<file path="config.mk">
export PLATFORM = sky130hd
export DESIGN_NAME = phase_tracker
export DESIGN_NICKNAME = d
export VERILOG_FILES = /design/src/rtl/phase_tracker.sv
export SDC_FILE = /design/constraint.sdc
export NUM_CORES = 1
export LEC_CHECK = 0
export ABC_AREA = 1
export CELL_PAD_IN_SITES_DETAIL_PLACEMENT = 2
export CELL_PAD_IN_SITES_GLOBAL_PLACEMENT = 2
export CORE_MARGIN = 2
export CORE_UTILIZATION = 30
export DETAILED_ROUTE_END_ITERATION = 10
export PLACE_DENSITY = 0.83
export SLEW_MARGIN = 20
export SYNTH_ARGS = -nofsm -noshare
export SYNTH_HDL_FRONTEND = slang
export SYNTH_SLANG_ARGS = --single-unit
</file>
<file path="constraint.sdc">
create_clock -name clk -period 2 [get_ports clk]
set_clock_uncertainty 0.2 [all_clocks]
set_input_delay 0.5 -clock clk [delete_from_list [all_inputs] [get_ports clk]]
set_output_delay 0.5 -clock clk [all_outputs]
set_load 0.1 [all_outputs]
</file>
<file path="src/rtl/phase_tracker.sv">
// Recovers a binary phase index from a rotating one-hot phase vector, locks onto
// the rotation, flywheels through glitches while locked and counts mismatches.
module phase_tracker #(
    parameter int PHASES     = 2,
    parameter int LOCK_COUNT = 4,
    parameter int ERR_LIMIT  = 2,
    localparam int IDXW      = (PHASES > 2) ? $clog2(PHASES) : 1
) (
    input  logic              clk,
    input  logic              rstN,
    input  logic [PHASES-1:0] phaseIn,
    input  logic              clrErr,
    output logic [IDXW-1:0]   phaseIdx,
    output logic              phaseValid,
    output logic              locked,
    output logic              phaseErr,
    output logic [7:0]        errCount
);

    localparam int MW = $clog2(LOCK_COUNT + 1);
    localparam int EW = $clog2(ERR_LIMIT + 1);

    typedef enum logic {
        SEARCH = 1'b0,
        LOCKED = 1'b1
    } state_t;

    state_t          state_q, state_d;
    logic [IDXW-1:0] idx_q, idx_d;
    logic            valid_q, valid_d;
    logic            err_q, err_d;
    logic [7:0]      cnt_q, cnt_d;
    logic [MW-1:0]   match_q, match_d;
    logic [EW-1:0]   miss_q, miss_d;

    logic            one_hot;
    logic [IDXW-1:0] hot_idx;
    logic            bad;
    logic [7:0]      cnt_base;

    // The rotation moves the set bit downward, wrapping 0 -> PHASES-1.
    function automatic logic [IDXW-1:0] succ(input logic [IDXW-1:0] i);
        return (i == '0) ? IDXW'(PHASES - 1) : i - 1'b1;
    endfunction

    always_comb begin
        one_hot = (phaseIn != '0) && ((phaseIn & (phaseIn - 1'b1)) == '0);
        hot_idx = '0;
        for (int i = 0; i < PHASES; i++) begin
            if (phaseIn[i]) hot_idx = IDXW'(i);
        end
    end

    always_comb begin
        state_d = state_q;
        idx_d   = idx_q;
        match_d = match_q;
        miss_d  = miss_q;
        valid_d = one_hot;
        err_d   = 1'b0;
        bad     = 1'b0;
        case (state_q)
            SEARCH: begin
                if (!one_hot) begin
                    match_d = '0;
                end else begin
                    idx_d = hot_idx;
                    if (valid_q && (hot_idx == succ(idx_q))) match_d = match_q + 1'b1;
                    else match_d = MW'(1);
                    if (match_d == MW'(LOCK_COUNT)) begin
                        state_d = LOCKED;
                        miss_d  = '0;
                    end
                end
            end
            LOCKED: begin
                // Prediction advances regardless of the sample so glitches are ridden through.
                idx_d = succ(idx_q);
                if (one_hot && (hot_idx == idx_d)) begin
                    miss_d = '0;
                end else begin
                    bad   = 1'b1;
                    err_d = 1'b1;
                    if (miss_q == EW'(ERR_LIMIT - 1)) begin
                        state_d = SEARCH;
                        match_d = '0;
                        miss_d  = '0;
                    end else begin
                        miss_d = miss_q + 1'b1;
                    end
                end
            end
            default: state_d = SEARCH;
        endcase

        // Clear takes effect before the count of the same cycle.
        cnt_base = clrErr ? 8'd0 : cnt_q;
        cnt_d    = (bad && (cnt_base != 8'hFF)) ? cnt_base + 8'd1 : cnt_base;
    end

    always_ff @(posedge clk or negedge rstN) begin
        if (!rstN) begin
            state_q <= SEARCH;
            idx_q   <= '0;
            valid_q <= 1'b0;
            err_q   <= 1'b0;
            cnt_q   <= '0;
            match_q <= '0;
            miss_q  <= '0;
        end else begin
            state_q <= state_d;
            idx_q   <= idx_d;
            valid_q <= valid_d;
            err_q   <= err_d;
            cnt_q   <= cnt_d;
            match_q <= match_d;
            miss_q  <= miss_d;
        end
    end

    assign phaseIdx   = idx_q;
    assign phaseValid = valid_q;
    assign locked     = (state_q == LOCKED);
    assign phaseErr   = err_q;
    assign errCount   = cnt_q;

endmodule

</file>
## Word-level counts from Yosys, hierarchy flattened

Index checks and enable logic that the tools add are counted.

- Output and inout port bits: 12
- Flip-flop bits (word level): 17
- Input port bits: 5
- Word-level logic and storage cells: 55

- Reductions and logical operators: 8
- Add/subtract/negate cells: 5
- Eq/ne operators: 8
- Bitwise logic cells: 2
- Muxes and demuxes: 25

Operators by type and width:

| kind | number |
|---|---|
| $mux 3 | 6 |
| $mux 8 | 2 |
| $mux 1 | 9 |
| $add 8x1->8 const B | 1 |
| $mux 2 | 4 |
| $ne 8x8->1 const B | 1 |
| $ne 2x2->1 const B | 3 |
| $pmux 3 s2 | 1 |
| $logic_and 1x1->1 | 4 |
| $pmux 1 s2 | 2 |
| $pmux 2 s2 | 1 |
| $reduce_and 2->1 | 2 |
| $add 3x1->3 const B | 1 |
| $eq 3x3->1 const B | 1 |
| $add 2x1->2 const B | 1 |
| $and 2x2->2 | 1 |
| $eq 2x1->1 const B | 1 |
| $logic_not 2->1 | 1 |
| $ne 2x1->1 const B | 1 |
| $reduce_bool 2->1 | 1 |
| $sub 2x1->2 const B | 1 |
| $eq 1x1->1 | 1 |
| $not 1->1 | 1 |
| $sub 1x1->1 const B | 1 |

## Logic depth before layout (Yosys ltp)

Gate-level depths: netlist (run 1).

- Depth in word-level cells: 11
- Mapped depth: 11
- Gate-level depth less buffers: 11

## Least setup slack after synthesis (run 1)

No wires, ideal clock.

- Path kind: reg2reg
- Start point: register cnt_q[0] (netlist: errCount[0])
- End point: register cnt_q[7] (netlist: errCount[7])
- Required time: 1684 ps
- Data arrival time: 1982 ps
- Buffers on the path: 0
- Clock period less this slack: 2298 ps
- Library setup time: 116 ps
- Setup slack: -298 ps
- Stages on the path, launching flop included: 11
- Cell sequence: dfrtp_1 > nand2_1 > inv_1 > ha_1 > nand2_1 > nor2_8 > nand2_4 > nor2_4 > nor2_4 > nand2_1 > nand2_1

- Longest elaborated chain between the ends: 4
- Elaborated cells on any way between the ends: 5
- Those cells by class: add/sub: 1; eq/ne: 1; mux: 2; reduce/logical: 1

Ends and longest elaborated chain:

| what | line | text |
|---|---|---|
| start: declaration | 32 | `logic [7:0] cnt_q, cnt_d;` |
| start signal: assignment | 115 | `cnt_q <= cnt_d;` |
| $mux 8 * | 97 | `cnt_base = clrErr ? 8'd0 : cnt_q;` |
| parallel branches: the longest is 2 deep, another holds $add 8x1->8 | n/a |  |
| $mux 8 * | 98 | `cnt_d = (bad && (cnt_base != 8'hFF)) ? cnt_base + 8'd1 : cnt_base;` |
| named net cnt_d[7] | 32 |  |

Mark *: on every way through the listed nets, which the timed path passes.
A chain may end at the register's enable or synchronous reset.

## Worst setup path after layout (run 1)

- Start point: input phaseIn[1]
- End point: register cnt_q[4] (netlist: errCount[4])

- Longest elaborated chain between the ends: 9
- Elaborated cells on any way between the ends: 12
- Those cells by class: add/sub: 1; eq/ne: 1; mux: 4; bitwise: 1; reduce/logical: 5

Ends and longest elaborated chain:

| what | line | text |
|---|---|---|
| start: declaration | 11 | `input logic [PHASES-1:0] phaseIn,` |
| $sub 2x1->2 | 47 | `one_hot = (phaseIn != '0) && ((phaseIn & (phaseIn - 1'b1)) == '0);` |
| $and 2x2->2 | 47 |  |
| $logic_not 2->1 | 47 |  |
| $logic_and 1x1->1 | 47 |  |
| $logic_and 1x1->1 * | 79 | `if (one_hot && (hot_idx == idx_d)) begin` |
| $mux 1 * | 79 |  |
| $mux 1 * | 62 | `case (state_q)` |
| $logic_and 1x1->1 * | 98 |  |
| $mux 8 * | 98 |  |
| named net cnt_d[4] | 32 |  |

Mark *: on every way through the listed nets, which the timed path passes. The rest lies on a longest branch.

==> flow_summary.ini, run 1 <==
[global_routing]
grt_usage_pct = 17.7
first_global_vias = 1202
grt_pass1_wl_mm = 5.62
grt_max_degree = 18
grt_overflow = 0
antenna_found_initial = 0

[finish]
synthToLayoutAreaGrowth_pct = 43.0
finish.utilization_pct = 45.7
fill_cells = 385
seq_area_um2 = 429
nNetsFinal = 186
diodes = 0
multi_input_comb_area_um2 = 586
layout-drive-gt1-share_pct = 31.5

[critical_path]
crit_chain = clkdlybuf4s50_1, nand2_1, nand3_2, nand2_1, nor2_4, nand2_1, nand2_1
slowest_delay_ps = 570
r2r_cells = 10
rrSetupSlack_ps = 220
crit_path_frequent_cell = nand2_1
crit_arrival_ps = 1930
critPathRequiredTime_ps = 2050
cp_max_fo = 8
critPathKind = in -> reg
cp-end-kind = flop
cp_slowest_cell = clkdlybuf4s50_1
cp-start-kind = input pin

[cts]
cts_root_buffer = clkbuf_4
cts_buffer_depth = 2
worstSkewPairLatency_ps = 300
cts_num_sinks = 17
cts-htree-levels = 1
cts.reportedPaths.clkPinSlew_ps = 110
tritoncts = built
cts_buffers = 3
postCtsSetupBuffers = 0
hold_buffers = 0

[yosys]
synth-async-reset-ratio_pct = 100
synthFlopType = dfrtp_1
yosys-top-cells-count = 56 x nand2_1, 17 x dfrtp_1, 17 x inv_1, 10 x nor2_1, 8 x nand3_1
yosysUniqueCellTypes = 22
syn-num-nets = 152
synthTopCellsByArea = dfrtp_1 39%, nand2_1 19%, nor2_4 6.2%, inv_1 5.8%, nand2_4 4.1%
netlist_area_mm2 = 0.00109
synth_top_area_cell = dfrtp_1
synth_edf_count = 0
yosysSeqAreaShare_pct = 39.0
yosys_warnings = 0
yosys.area.top_type_share_pct = 39.0
synthesis.instances = 145
syn_avg_cell_area_um2 = 7.52
post-synth-top-count-cell = nand2_1
ys_ff_latch = 17

[routing]
post_drt_wl_per_cell_um = 14.4
dr_total_vias = 1021
final_antenna_net_count = 0
first_pass_iters = 2
route.detailed.drc = 0
via_per_inst = 4.56
drt_iter0_drc = 11
routed_wl_mm = 3.23

[timing]
slew_viol_final = 0
rsz0062_at_grt = false
whs_ps = 325
layout_setup_ws_ps = 115
relSlewSlack_pct = 75.9
final_hold_viol_count = 0
setup_viol = 0
finalCritPeriodShare_pct = 94.3
worstMarginPinSlew_ps = 362
fin_crit_ps = 1890
max_freq_mhz = 530

[power]
powerDensity_mw_per_mm2 = 531
vdd_drop_max_v = 0.000291
p_leak_nw = 0.836
total_power_uw = 828

[floorplan]
die_area_mm2 = 0.00414
chipWidth_um = 64.3
initial_core_util_pct = 31.9
die_h_um = 64.3
num_rows = 21
ios = 17
core_mm2 = 0.00342

[outcome]
status = completed

[job]
drv_cap = 0

[placed_design]
hpwlAfterDp_mm = 2.69
io_buffers = 16
place.gp.congestion = 0.813
dp_slack_ps = -495

[min_path]
hold_class = in -> async
## state kept, by name (all words and copies together), names as in the netlist
signal and flops:
locked 1, phaseIdx 1, errCount 8, match_q 3
phaseValid 1, miss_q 2, phaseErr 1
## metal layers
metal | routed length (um) | track usage (%) | share of wire, % | vias up
met5 | 0 | 0 | 0 | -
met4 | 36 | 4.79 | 1.1 | 0
met3 | 86 | 3.52 | 2.7 | 5
met2 | 1870 | 35.9 | 58 | 13
met1 | 1240 | 18.0 | 38 | 498
li1 | - | - | - | 505
## through the flow
step | std cells | setup TNS, ps | cell area, um2
after global routing | 224 | 0 | 1560
after global placement | 220 | -2560 | 1530
after CTS | 224 | 0 | 1560
final | 224 | 0 | 1560
after detailed placement | 220 | -3990 | 1530
after floorplan | 145 | 0 | 1090
## cell usage in the layout, fill, tap and decap left out, drive strengths merged
master	n
xor2	2
ha	2
dfrtp	17
inv	20
buf	26
clkdlybuf4s50	3
nand2	65
nand3	11
xnor2	1
nor2	18
clkbuf	4
o21ai	4
nand4	1
nand3b	1
dlygate4sd2	1
a21oi	2
## area by class of cell
| class | count | area share, % |
|---|---|---|
| Sequential cell | 17 | 27.5 |
| Tap cell | 46 | 3.69 |
| Inverter | 20 | 4.97 |
| Timing Repair Buffer | 30 | 24.6 |
| Clock buffer | 4 | 1.68 |
| Multi-Input combinational cell | 107 | 37.5 |
## where the power goes
| group | switching, mW | leakage (nW) | internal, mW |
|---|---|---|---|
| Combinational | 0.162 | 0.597 | 0.0863 |
| Sequential | 0.0221 | 0.224 | 0.366 |
| Clock | 0.114 | 0.0150 | 0.0776 |
## logic make-up after synthesis
| logic type | share of synthesized area [%] |
|---|---|
| xor gates and xnor gates | 2.41 |
| DFF | 39.0 |
| and+or+nand+nor | 46.0 |
| adders and majority gates | 2.29 |
| AOI/OAI and AO/OA | 2.75 |
| buffers and inverters | 7.57 |
## timing repair
item,in CTS,in global routing
resized for setup,2,0
setup endpoints to repair,8,0
endpoints found under the hold margin,0,0
## final timing paths
path / from / endpoint
worst min register to register: miss_q[0]$_DFFE_PN0P_ / miss_q[0]$_DFFE_PN0P_
max in group asynchronous: rstN / errCount[2]$_DFF_PN0_
min in group clk: miss_q[0]$_DFFE_PN0P_ / miss_q[0]$_DFFE_PN0P_
worst min-delay path: rstN / miss_q[1]$_DFFE_PN0P_
worst max register to register: errCount[1]$_DFF_PN0_ / errCount[4]$_DFF_PN0_
worst max-delay path: phaseIn[1] / errCount[4]$_DFF_PN0_
## worst max-delay path: cells and delay by family
kind / cells / cell delay [ps]
buf+inv: 1 / 570
simple gates: 6 / 880
Power figures use the tool's default switching activity.
==> inputs of run 2 (changes only) <==
- CTS_BUF_LIST: default -> sky130_fd_sc_hd__clkbuf_16
==> flow_summary.ini, run 2 (synthesis results as in run 1) <==
[outcome]
status = completed

[global_routing]
antenna_found_initial = 0
grt_usage_pct = 20.3
grt_overflow = 0
grt_max_degree = 18
first_global_vias = 1247
grt_pass1_wl_mm = 6.34

[finish]
layout_commonest_cell = nand2_1
largest_reg_flops = 8
final_cells = 225
synthToLayoutAreaGrowth_pct = 49.4
nNetsFinal = 187
finish.utilization_pct = 47.7
layout-drive-gt1-share_pct = 34.1
postLayoutCellArea_mm2 = 0.00163
diodes = 0
layout_common_cells = 54 x nand2_1, 17 x inv_1, 15 x buf_4

[placed_design]
place.gp.congestion = 0.813
dpl_cell_area_mm2 = 0.00153
hpwlAfterDp_mm = 2.69
io_buffers = 16
dp_cells = 220
dp_slack_ps = -495

[timing]
whs_ps = 324
relSlewSlack_pct = 73.9
slew_viol_final = 0
finalCritPeriodShare_pct = 94.3
max_freq_mhz = 530
final.setup.tns_ps = 0
layout_setup_ws_ps = 114
final_hold_viol_count = 0
fin_crit_ps = 1890
worstMarginPinSlew_ps = 391
setup_viol = 0

[critical_path]
cp-start-kind = input pin
crit_arrival_ps = 1860
reg2reg_to = errCount[2]$_DFF_PN0_
r2r_cells = 9
critPathRequiredTime_ps = 1980
reg2reg_from = errCount[1]$_DFF_PN0_
rrSetupSlack_ps = 270
crit_chain = dlygate4sd2_1, inv_4, nand2_1, inv_2, ha_2, nand2_2, nor2_8, nand3_2, nand2_4, nand2_1, nand2_1
cp_max_fo = 8
cp_slowest_cell = dlygate4sd2_1
crit_path_frequent_cell = nand2_1
slowest_delay_ps = 290
cp-end-kind = flop
critPathKind = in -> reg

[power]
powerDensity_mw_per_mm2 = 641
p_int_uw = 719
p_clk_share_pct = 38.6
combPwrFrac_pct = 24.1
p_sw_share_pct = 31.1
seqPwrFrac_pct = 37.3
p_leak_nw = 0.872
p_sw_uw = 325
vdd_drop_max_v = 0.000359
total_power_mw = 1.04

[min_path]
hold_path.startpoint = miss_q[0]$_DFFE_PN0P_
min_path_cells = 2
hold_path_end = miss_q[0]$_DFFE_PN0P_
hold_class = reg -> reg

[routing]
first_pass_iters = 4
drt_iter0_drc = 17
dr_total_vias = 1054
routed_wl_mm = 3.69
via_per_inst = 4.68
post_drt_wl_per_cell_um = 16.4
route.detailed.drc = 0
final_antenna_net_count = 0

[floorplan]
initial_core_util_pct = 31.9
chipWidth_um = 64.3
num_rows = 21
core_mm2 = 0.00342
die_area_mm2 = 0.00414
die_h_um = 64.3
ios = 17

[cts]
cts-htree-levels = 1
worstSkewPairLatency_ps = 250
hold_buffers = 0
cts_buffers = 3
cts_root_buffer = clkbuf_16
tritoncts = built
cts_num_sinks = 17
cts.reportedPaths.clkPinSlew_ps = 50
cts_buffer_depth = 2

[job]
drv_cap = 0
## run 2: critical path: cells and delay by family
family,cells,cell delay (ps)
adders and majority gates,1,180
buffers and inverters,3,430
and+or+nand+nor,7,740
## run 2: how the worst max path moves through the flow
| stage | to | start | cells after the start | slack, ps |
|---|---|---|---|---|
| 4_1_cts | errCount[4]$_DFF_PN0_ | phaseIn[1] | 8 | 40 |
| 3_5_place_dp | errCount[4]$_DFF_PN0_ | clrErr | 12 | -490 |
| 5_1_grt | errCount[2]$_DFF_PN0_ | clrErr | 11 | -5 |
| 6_report | errCount[2]$_DFF_PN0_ | clrErr | 11 | 110 |
| 3_3_place_gp | errCount[3]$_DFF_PN0_ | clrErr | 12 | -330 |
| 2_1_floorplan | errCount[7]$_DFF_PN0_ | errCount[1]$_DFF_PN0_ | 10 | 2 |
## run 2: power by group through the flow
stage               registers (mW)  clock network [mW]  logic, mW
floorplan                    0.451                   0     0.0859
global placement             0.393                   0      0.240
detailed placement           0.395                   0      0.254
CTS                          0.390               0.413      0.256
global route                 0.393               0.431      0.272
finish                       0.390               0.403      0.252
## run 2: layer usage
metal	vias to the layer above	track usage, %	part of all wire [%]
li1	506	-	-
met1	528	22.1	39
met2	16	38.9	57
met3	4	4.05	2.5
met4	0	6.38	1.2
met5	-	0	0
## run 2: timing repair
item,4_1_cts,5_1_grt
setup endpoints to repair,8,7
resized for setup,2,5
pin swaps,2,2
gates cloned,0,0
setup buffers,0,1
## run 2: layout make-up
cell class	instances	area, um2
Sequential cell	17	429
Inverter	20	77.6
Clock buffer	3	75.1
Fill cell	395	1790
Tap cell	46	57.6
Clock inverter	1	3.75
Timing Repair Buffer	31	394
Multi-Input combinational cell	107	593
